==> src/rtl/imm_pkg.sv <==
// Shared types and constants for the RV32 immediate generator pipeline.
// Latency: n/a (types only).
// Backpressure: n/a (types only).
package imm_pkg;

  // Immediate format codes presented on out_fmt
  typedef enum logic [2:0] {
    FMT_NONE = 3'd0,
    FMT_I    = 3'd1,
    FMT_S    = 3'd2,
    FMT_B    = 3'd3,
    FMT_U    = 3'd4,
    FMT_J    = 3'd5
  } fmt_e;

  // Major opcodes (instr[6:0]) recognised by the decoder
  localparam logic [6:0] OP_IMM    = 7'b0010011;
  localparam logic [6:0] OP_LOAD   = 7'b0000011;
  localparam logic [6:0] OP_JALR   = 7'b1100111;
  localparam logic [6:0] OP_STORE  = 7'b0100011;
  localparam logic [6:0] OP_BRANCH = 7'b1100011;
  localparam logic [6:0] OP_LUI    = 7'b0110111;
  localparam logic [6:0] OP_AUIPC  = 7'b0010111;
  localparam logic [6:0] OP_JAL    = 7'b1101111;
  localparam logic [6:0] OP_REG    = 7'b0110011;

  // Skid buffer occupancy: 0, 1 or 2 entries held
  typedef enum logic [1:0] {
    ST_EMPTY = 2'd0,
    ST_ONE   = 2'd1,
    ST_FULL  = 2'd2
  } state_e;

  localparam logic [15:0] CNT_MAX = 16'hFFFF;

endpackage

==> src/rtl/imm_extract.sv <==
// Combinational RV32 format decode and sign-extended immediate build.
// Latency: 0 cycles (pure combinational).
// Backpressure: none; output follows instr directly.
module imm_extract
  import imm_pkg::*;
#(
  parameter int XLEN = 32
) (
  input  logic [31:0]     instr,
  output logic [XLEN-1:0] imm,
  output logic [2:0]      fmt,
  output logic            illegal
);

  fmt_e w_fmt;

  // Classify the opcode; anything not listed (incl. instr[1:0] != 2'b11) is illegal
  always_comb begin
    w_fmt   = FMT_NONE;
    illegal = 1'b0;
    case (instr[6:0])
      OP_IMM, OP_LOAD, OP_JALR: w_fmt = FMT_I;
      OP_STORE:                 w_fmt = FMT_S;
      OP_BRANCH:                w_fmt = FMT_B;
      OP_LUI, OP_AUIPC:         w_fmt = FMT_U;
      OP_JAL:                   w_fmt = FMT_J;
      OP_REG:                   w_fmt = FMT_NONE;
      default:                  illegal = 1'b1;
    endcase
  end

  // Scatter the immediate fields and sign-extend from instr[31] to XLEN
  always_comb begin
    imm = '0;
    case (w_fmt)
      FMT_I: imm = {{(XLEN-12){instr[31]}}, instr[31:20]};
      FMT_S: imm = {{(XLEN-12){instr[31]}}, instr[31:25], instr[11:7]};
      FMT_B: imm = {{(XLEN-12){instr[31]}}, instr[7], instr[30:25], instr[11:8], 1'b0};
      FMT_U: imm = {{(XLEN-31){instr[31]}}, instr[30:12], 12'b0};
      FMT_J: imm = {{(XLEN-20){instr[31]}}, instr[19:12], instr[20], instr[30:21], 1'b0};
      default: imm = '0;
    endcase
  end

  assign fmt = w_fmt;

endmodule

==> src/rtl/imm_gen_pipe.sv <==
// Registered immediate generator behind a 2-entry (main + skid) buffer.
// Latency: 1 cycle from input accept to out_valid; 1 instr/cycle when out_ready=1.
// Backpressure: in_ready is a register, low only when both entries are held.
module imm_gen_pipe
  import imm_pkg::*;
#(
  parameter int XLEN       = 32,
  parameter int PASS_INSTR = 1
) (
  input  logic            clk,
  input  logic            rst_n,
  input  logic            flush,
  input  logic            in_valid,
  output logic            in_ready,
  input  logic [31:0]     in_instr,
  output logic            out_valid,
  input  logic            out_ready,
  output logic [XLEN-1:0] out_imm,
  output logic [2:0]      out_fmt,
  output logic            out_illegal,
  output logic [31:0]     out_instr,
  output logic [15:0]     illegal_cnt
);

  logic [XLEN-1:0] w_imm;
  logic [2:0]      w_fmt;
  logic            w_ill;

  state_e          r_state;
  state_e          w_state_nxt;
  logic            r_in_rdy;

  logic [XLEN-1:0] r_m_imm;
  logic [2:0]      r_m_fmt;
  logic            r_m_ill;
  logic [31:0]     r_m_instr;

  logic [XLEN-1:0] r_s_imm;
  logic [2:0]      r_s_fmt;
  logic            r_s_ill;
  logic [31:0]     r_s_instr;

  logic [15:0]     r_cnt;

  logic            w_acc;
  logic            w_drn;
  logic            w_ld_main_in;
  logic            w_ld_main_skid;
  logic            w_ld_skid;

  imm_extract #(.XLEN(XLEN)) u_extract (
    .instr   (in_instr),
    .imm     (w_imm),
    .fmt     (w_fmt),
    .illegal (w_ill)
  );

  // A flushed cycle never accepts, so flushed inputs cannot reach the counter
  assign w_acc     = in_valid & r_in_rdy & ~flush;
  assign w_drn     = (r_state != ST_EMPTY) & out_ready;
  assign out_valid = (r_state != ST_EMPTY);
  assign in_ready  = r_in_rdy;

  // Next occupancy and which register loads from where
  always_comb begin
    w_state_nxt    = r_state;
    w_ld_main_in   = 1'b0;
    w_ld_main_skid = 1'b0;
    w_ld_skid      = 1'b0;
    if (flush) begin
      w_state_nxt = ST_EMPTY;
    end else begin
      case (r_state)
        ST_EMPTY: begin
          if (w_acc) begin
            w_state_nxt  = ST_ONE;
            w_ld_main_in = 1'b1;
          end
        end
        ST_ONE: begin
          if (w_acc && w_drn) begin
            w_ld_main_in = 1'b1;
          end else if (w_acc) begin
            w_state_nxt = ST_FULL;
            w_ld_skid   = 1'b1;
          end else if (w_drn) begin
            w_state_nxt = ST_EMPTY;
          end
        end
        ST_FULL: begin
          // The skid entry is always the younger one, so it moves up on drain
          if (w_drn) begin
            w_state_nxt    = ST_ONE;
            w_ld_main_skid = 1'b1;
          end
        end
        default: w_state_nxt = ST_EMPTY;
      endcase
    end
  end

  // Occupancy register and the registered in_ready derived from next occupancy
  always_ff @(posedge clk or negedge rst_n) begin
    if (!rst_n) begin
      r_state  <= ST_EMPTY;
      r_in_rdy <= 1'b0;
    end else begin
      r_state  <= w_state_nxt;
      r_in_rdy <= (w_state_nxt != ST_FULL);
    end
  end

  // Main entry: loads fresh decode results or is refilled from the skid entry
  always_ff @(posedge clk or negedge rst_n) begin
    if (!rst_n) begin
      r_m_imm   <= '0;
      r_m_fmt   <= FMT_NONE;
      r_m_ill   <= 1'b0;
      r_m_instr <= '0;
    end else if (w_ld_main_in) begin
      r_m_imm   <= w_imm;
      r_m_fmt   <= w_fmt;
      r_m_ill   <= w_ill;
      r_m_instr <= in_instr;
    end else if (w_ld_main_skid) begin
      r_m_imm   <= r_s_imm;
      r_m_fmt   <= r_s_fmt;
      r_m_ill   <= r_s_ill;
      r_m_instr <= r_s_instr;
    end
  end

  // Skid entry: catches the one instruction accepted while main is stalled
  always_ff @(posedge clk or negedge rst_n) begin
    if (!rst_n) begin
      r_s_imm   <= '0;
      r_s_fmt   <= FMT_NONE;
      r_s_ill   <= 1'b0;
      r_s_instr <= '0;
    end else if (w_ld_skid) begin
      r_s_imm   <= w_imm;
      r_s_fmt   <= w_fmt;
      r_s_ill   <= w_ill;
      r_s_instr <= in_instr;
    end
  end

  // Saturating count of accepted illegal instructions
  always_ff @(posedge clk or negedge rst_n) begin
    if (!rst_n) begin
      r_cnt <= '0;
    end else if (w_acc && w_ill && (r_cnt != CNT_MAX)) begin
      r_cnt <= r_cnt + 16'd1;
    end
  end

  assign out_imm     = r_m_imm;
  assign out_fmt     = r_m_fmt;
  assign out_illegal = r_m_ill;
  assign out_instr   = (PASS_INSTR != 0) ? r_m_instr : 32'd0;
  assign illegal_cnt = r_cnt;

endmodule

==> config.mk <==
export PLATFORM = sky130hd
export DESIGN_NAME = imm_gen_pipe
export DESIGN_NICKNAME = d
export VERILOG_FILES = /design/src/rtl/imm_pkg.sv /design/src/rtl/imm_extract.sv /design/src/rtl/imm_gen_pipe.sv
export SDC_FILE = /design/constraint.sdc
export NUM_CORES = 1
export LEC_CHECK = 0
export CORE_AREA = 2 2 108 120
export CTS_BUF_LIST = sky130_fd_sc_hd__clkbuf_4 sky130_fd_sc_hd__clkbuf_8
export CTS_CLUSTER_SIZE = 24
export DETAILED_ROUTE_END_ITERATION = 16
export DIE_AREA = 0 0 110 122
export GPL_ROUTABILITY_DRIVEN = 0
export PLACE_DENSITY = 0.87
export REMOVE_ABC_BUFFERS = 1
export SYNTH_ARGS = -nofsm -noshare
export SYNTH_HDL_FRONTEND = slang
export SYNTH_SLANG_ARGS = --single-unit
==> constraint.sdc <==
create_clock -name clk -period 3.2 [get_ports clk]
set_input_delay 0.32 -clock clk [delete_from_list [all_inputs] [get_ports clk]]
set_output_delay 0.32 -clock clk [all_outputs]
set_load 0.005 [all_outputs]
==> impl_metrics.env <==
export IMPL_status="completed"
export IMPL_yosysWarnings=0
export IMPL_port_buffers=122
export IMPL_p_leak_nw=3.950
export IMPL_synth_ff_type="dfrtp_1"
export IMPL_wl_per_cell_microns=16.51
export IMPL_cp_required_ps=3530
export IMPL_min_from="in_instr[14]"
export IMPL_first_pass_iters=6
export IMPL_holdPathEnd="r_s_instr[14]"
export IMPL_grt_pass1_wl_mm=28.31
export IMPL_critPathCaptureType="flop"
export IMPL_nFillCells=878
export IMPL_dp_cells=1008
export IMPL_grt_max_degree=86
export IMPL_synth_area_leader_cell="dfrtp_1"
export IMPL_synth_edf_count=0
export IMPL_initial_utilization_pct=57.39
export IMPL_root_buffer="clkbuf_8"
export IMPL_worst_slew_pin_slew_ps=961.2
export IMPL_cts_buffers=17
export IMPL_max_stage_delay_ps=630
export IMPL_synth_top_area_share_pct=54.86
export IMPL_postLayoutCoreUtil_pct=71.07
export IMPL_cts_htree_levels=4
export IMPL_synth_common_cells="269 x nand2_1, 155 x dfrtp_1, 77 x nor2_1"
export IMPL_reg2regPathDepth=6
export IMPL_path_cells="ha_1 > nand4_1 > nor4_1 > or3_1 > or2_1 > mux2_1"
export IMPL_instances_no_fill=1041
export IMPL_cts_path_max_buffers=2
export IMPL_dieWidth_microns=110
export IMPL_slew_limit_headroom_pct=35.92
export IMPL_core_area_sq_mm=0.01232
export IMPL_max_freq_mhz=426.3
export IMPL_rows=43
export IMPL_clock_latency_ps=450
export IMPL_period_share_pct=73.31
export IMPL_viasPerCell=5.785
export IMPL_drcViolationCount=0
export IMPL_rrSetupSlack_ps=850
export IMPL_place_hpwl_mm=10.99
export IMPL_critPathMaxFanout=15
export IMPL_yosys_register_bits=155
export IMPL_ioPinCount=123
export IMPL_clock_skew_ps=18.37
export IMPL_grt_overflow_total=0
export IMPL_cp_arrival_ps=2670
export IMPL_final_hold_viol_count=0
export IMPL_crit_reg2reg_launch="illegal_cnt[0]"
export IMPL_drt_wl_total_mm=17.18
export IMPL_nets=909
export IMPL_synth_area_top_cells="dfrtp_1 55%, nand2_1 14%, nor2_1 4.1%, a31oi_1 3.3%, a21oi_1 2.4%"
export IMPL_peakVddDrop_mv=0.3369
export IMPL_n_antenna_cell=0
export IMPL_setup_violations=0
export IMPL_slowest_stage="or3_1"
export IMPL_crit_type="reg -> reg"
export IMPL_start_kind="flop"
export IMPL_syn_inst=766
export IMPL_grtUsageTotal_pct=27.13
export IMPL_cap_violations=0
export IMPL_hold_depth=3
export IMPL_path_clk_slew_ps=100
export IMPL_layout_drive_gt1_share_pct=8.710
export IMPL_cts_tree="yes"
export IMPL_die_h_microns=122
export IMPL_cts_resized=0
export IMPL_total_power_mw=5.230
export IMPL_ys_types=50
export IMPL_num_vias=6022
export IMPL_finalSetupTns_ps=0
export IMPL_async_reset_ff_share_pct=100.0
export IMPL_power_density_mw_per_mm2=597.3
export IMPL_netlist_area_sq_mm=0.007071
export IMPL_ys_seq_area_share_pct=54.86
export IMPL_grt_setup_unrepaired="no"
export IMPL_min_path_type="in -> reg"
export IMPL_grt_pass1_vias=5738
export IMPL_area_growth_pct=23.84
export IMPL_synth_most_common_cell="nand2_1"
export IMPL_antenna_found_initial=0
export IMPL_syn_avg_cell_area_sq_um=9.230
export IMPL_slew_viol_final=0
export IMPL_drtIter0Drc=438
export IMPL_layout_min_cycle_time_ps=2346
export IMPL_clock_sinks=155
export IMPL_drtAntennaViolNets=0
export IMPL_dieArea_sq_mm=0.01342
export IMPL_r2r_end="illegal_cnt[1]"
## area by class of cell
type	count	area [sq um]	area share [%]
clock buffer	17	234.0	2.672
clock inverter	15	160.2	1.829
inverter	3	11.26	0.1286
multi-input combinational	557	2925	33.41
sequential	155	3879	44.30
tap	157	196.4	2.243
timing repair buffer	137	1350	15.42
## report_power, final
group	leakage (nW)	switching, mW	total (mW)	internal [mW]
logic	1.86	0.493	1.12	0.627
clock network	0.198	0.775	1.48	0.707
registers	1.90	0.268	2.63	2.36
total	3.95	1.54	5.23	3.69
## sequential cells by signal (all words and copies together) (netlist names)
register	flops
r_s_fmt	3
out_imm	32
r_s_instr	32
r_s_ill	1
out_illegal	1
in_ready	1
out_fmt	3
illegal_cnt	16
r_state	2
out_instr	32
r_s_imm	32
## routing by layer
layer / wire [microns] / GRT usage [%] / vias up / share of wire, %
met5: 0 / 0 / - / 0
met4: 345 / 8.782 / 0 / 2.0
met3: 1212 / 5.725 / 42 / 7.1
met2: 8222 / 42.41 / 243 / 48
met1: 7403 / 38.01 / 2942 / 43
li1: - / - / 2795 / -
## how the worst max path moves through the flow
stage / slack [ps] / depth (start not counted) / endpoint / startpoint
after floorplan: -420 / 4 / out_imm[20] / r_state[0]
after global placement: 700 / 6 / illegal_cnt[1] / in_instr[2]
after detailed placement: 620 / 6 / illegal_cnt[1] / in_instr[2]
after CTS: 870 / 6 / illegal_cnt[1] / illegal_cnt[0]
after global routing: 710 / 6 / illegal_cnt[1] / illegal_cnt[0]
final: 850 / 6 / illegal_cnt[1] / illegal_cnt[0]
## logic make-up after synthesis
group | share of synthesized area, %
compound gates | 12.39
buf+inv | 3.999
fa+ha+maj | 0.1769
xor+xnor | 1.858
simple gates | 25.13
mux | 1.593
flops | 54.86
## per-stage QoR
stage               cell area (sq um)  hold slack (ps)  worst slack (ps)
floorplan                        6799            24.41            -418.1
global placement                 8352            430.2             702.6
detailed placement               8352            428.7             616.3
CTS                              8756            455.9             872.9
global route                     8756            480.3             715.0
finish                           8756            468.7             854.0
## what timing repair did
action                                  4_1_cts  5_1_grt
endpoints found under the setup margin        0        0
endpoints found under the hold margin        82        0
hold buffers                                  1        0
buffers inserted                              0        0
## worst max-delay path: cells and delay by family, from the launching register on
kind	cells	cell delay [ps]
adders and majority gates	1	250
DFF	1	460
muxes	1	320
and+or+nand+nor	4	1200
## layout by cell type (no fill, tap or decap), drive strengths merged, types with 2 or more instances in the layout
cell type and count:
xnor2 2, nand4 5, a22o 6, a21oi 34
dfrtp 155, nand2 269, nor4 10, a211oi 2
mux2 2, nand4b 2, clkdlybuf4s50 121, and2 4
xor2 13, nor4b 3, nand3 14, nor2 79
buf 15, o22a 2, o21ai 13, mux2i 9
bufinv 2, or2 2, nand2b 6, clkinv 4
a31oi 37, clkinvlp 2, nor3 5, and3b 2
clkbuf 17, a22oi 2, a32oi 23, inv 10
No activity file was read; power rests on OpenSTA's default activity.
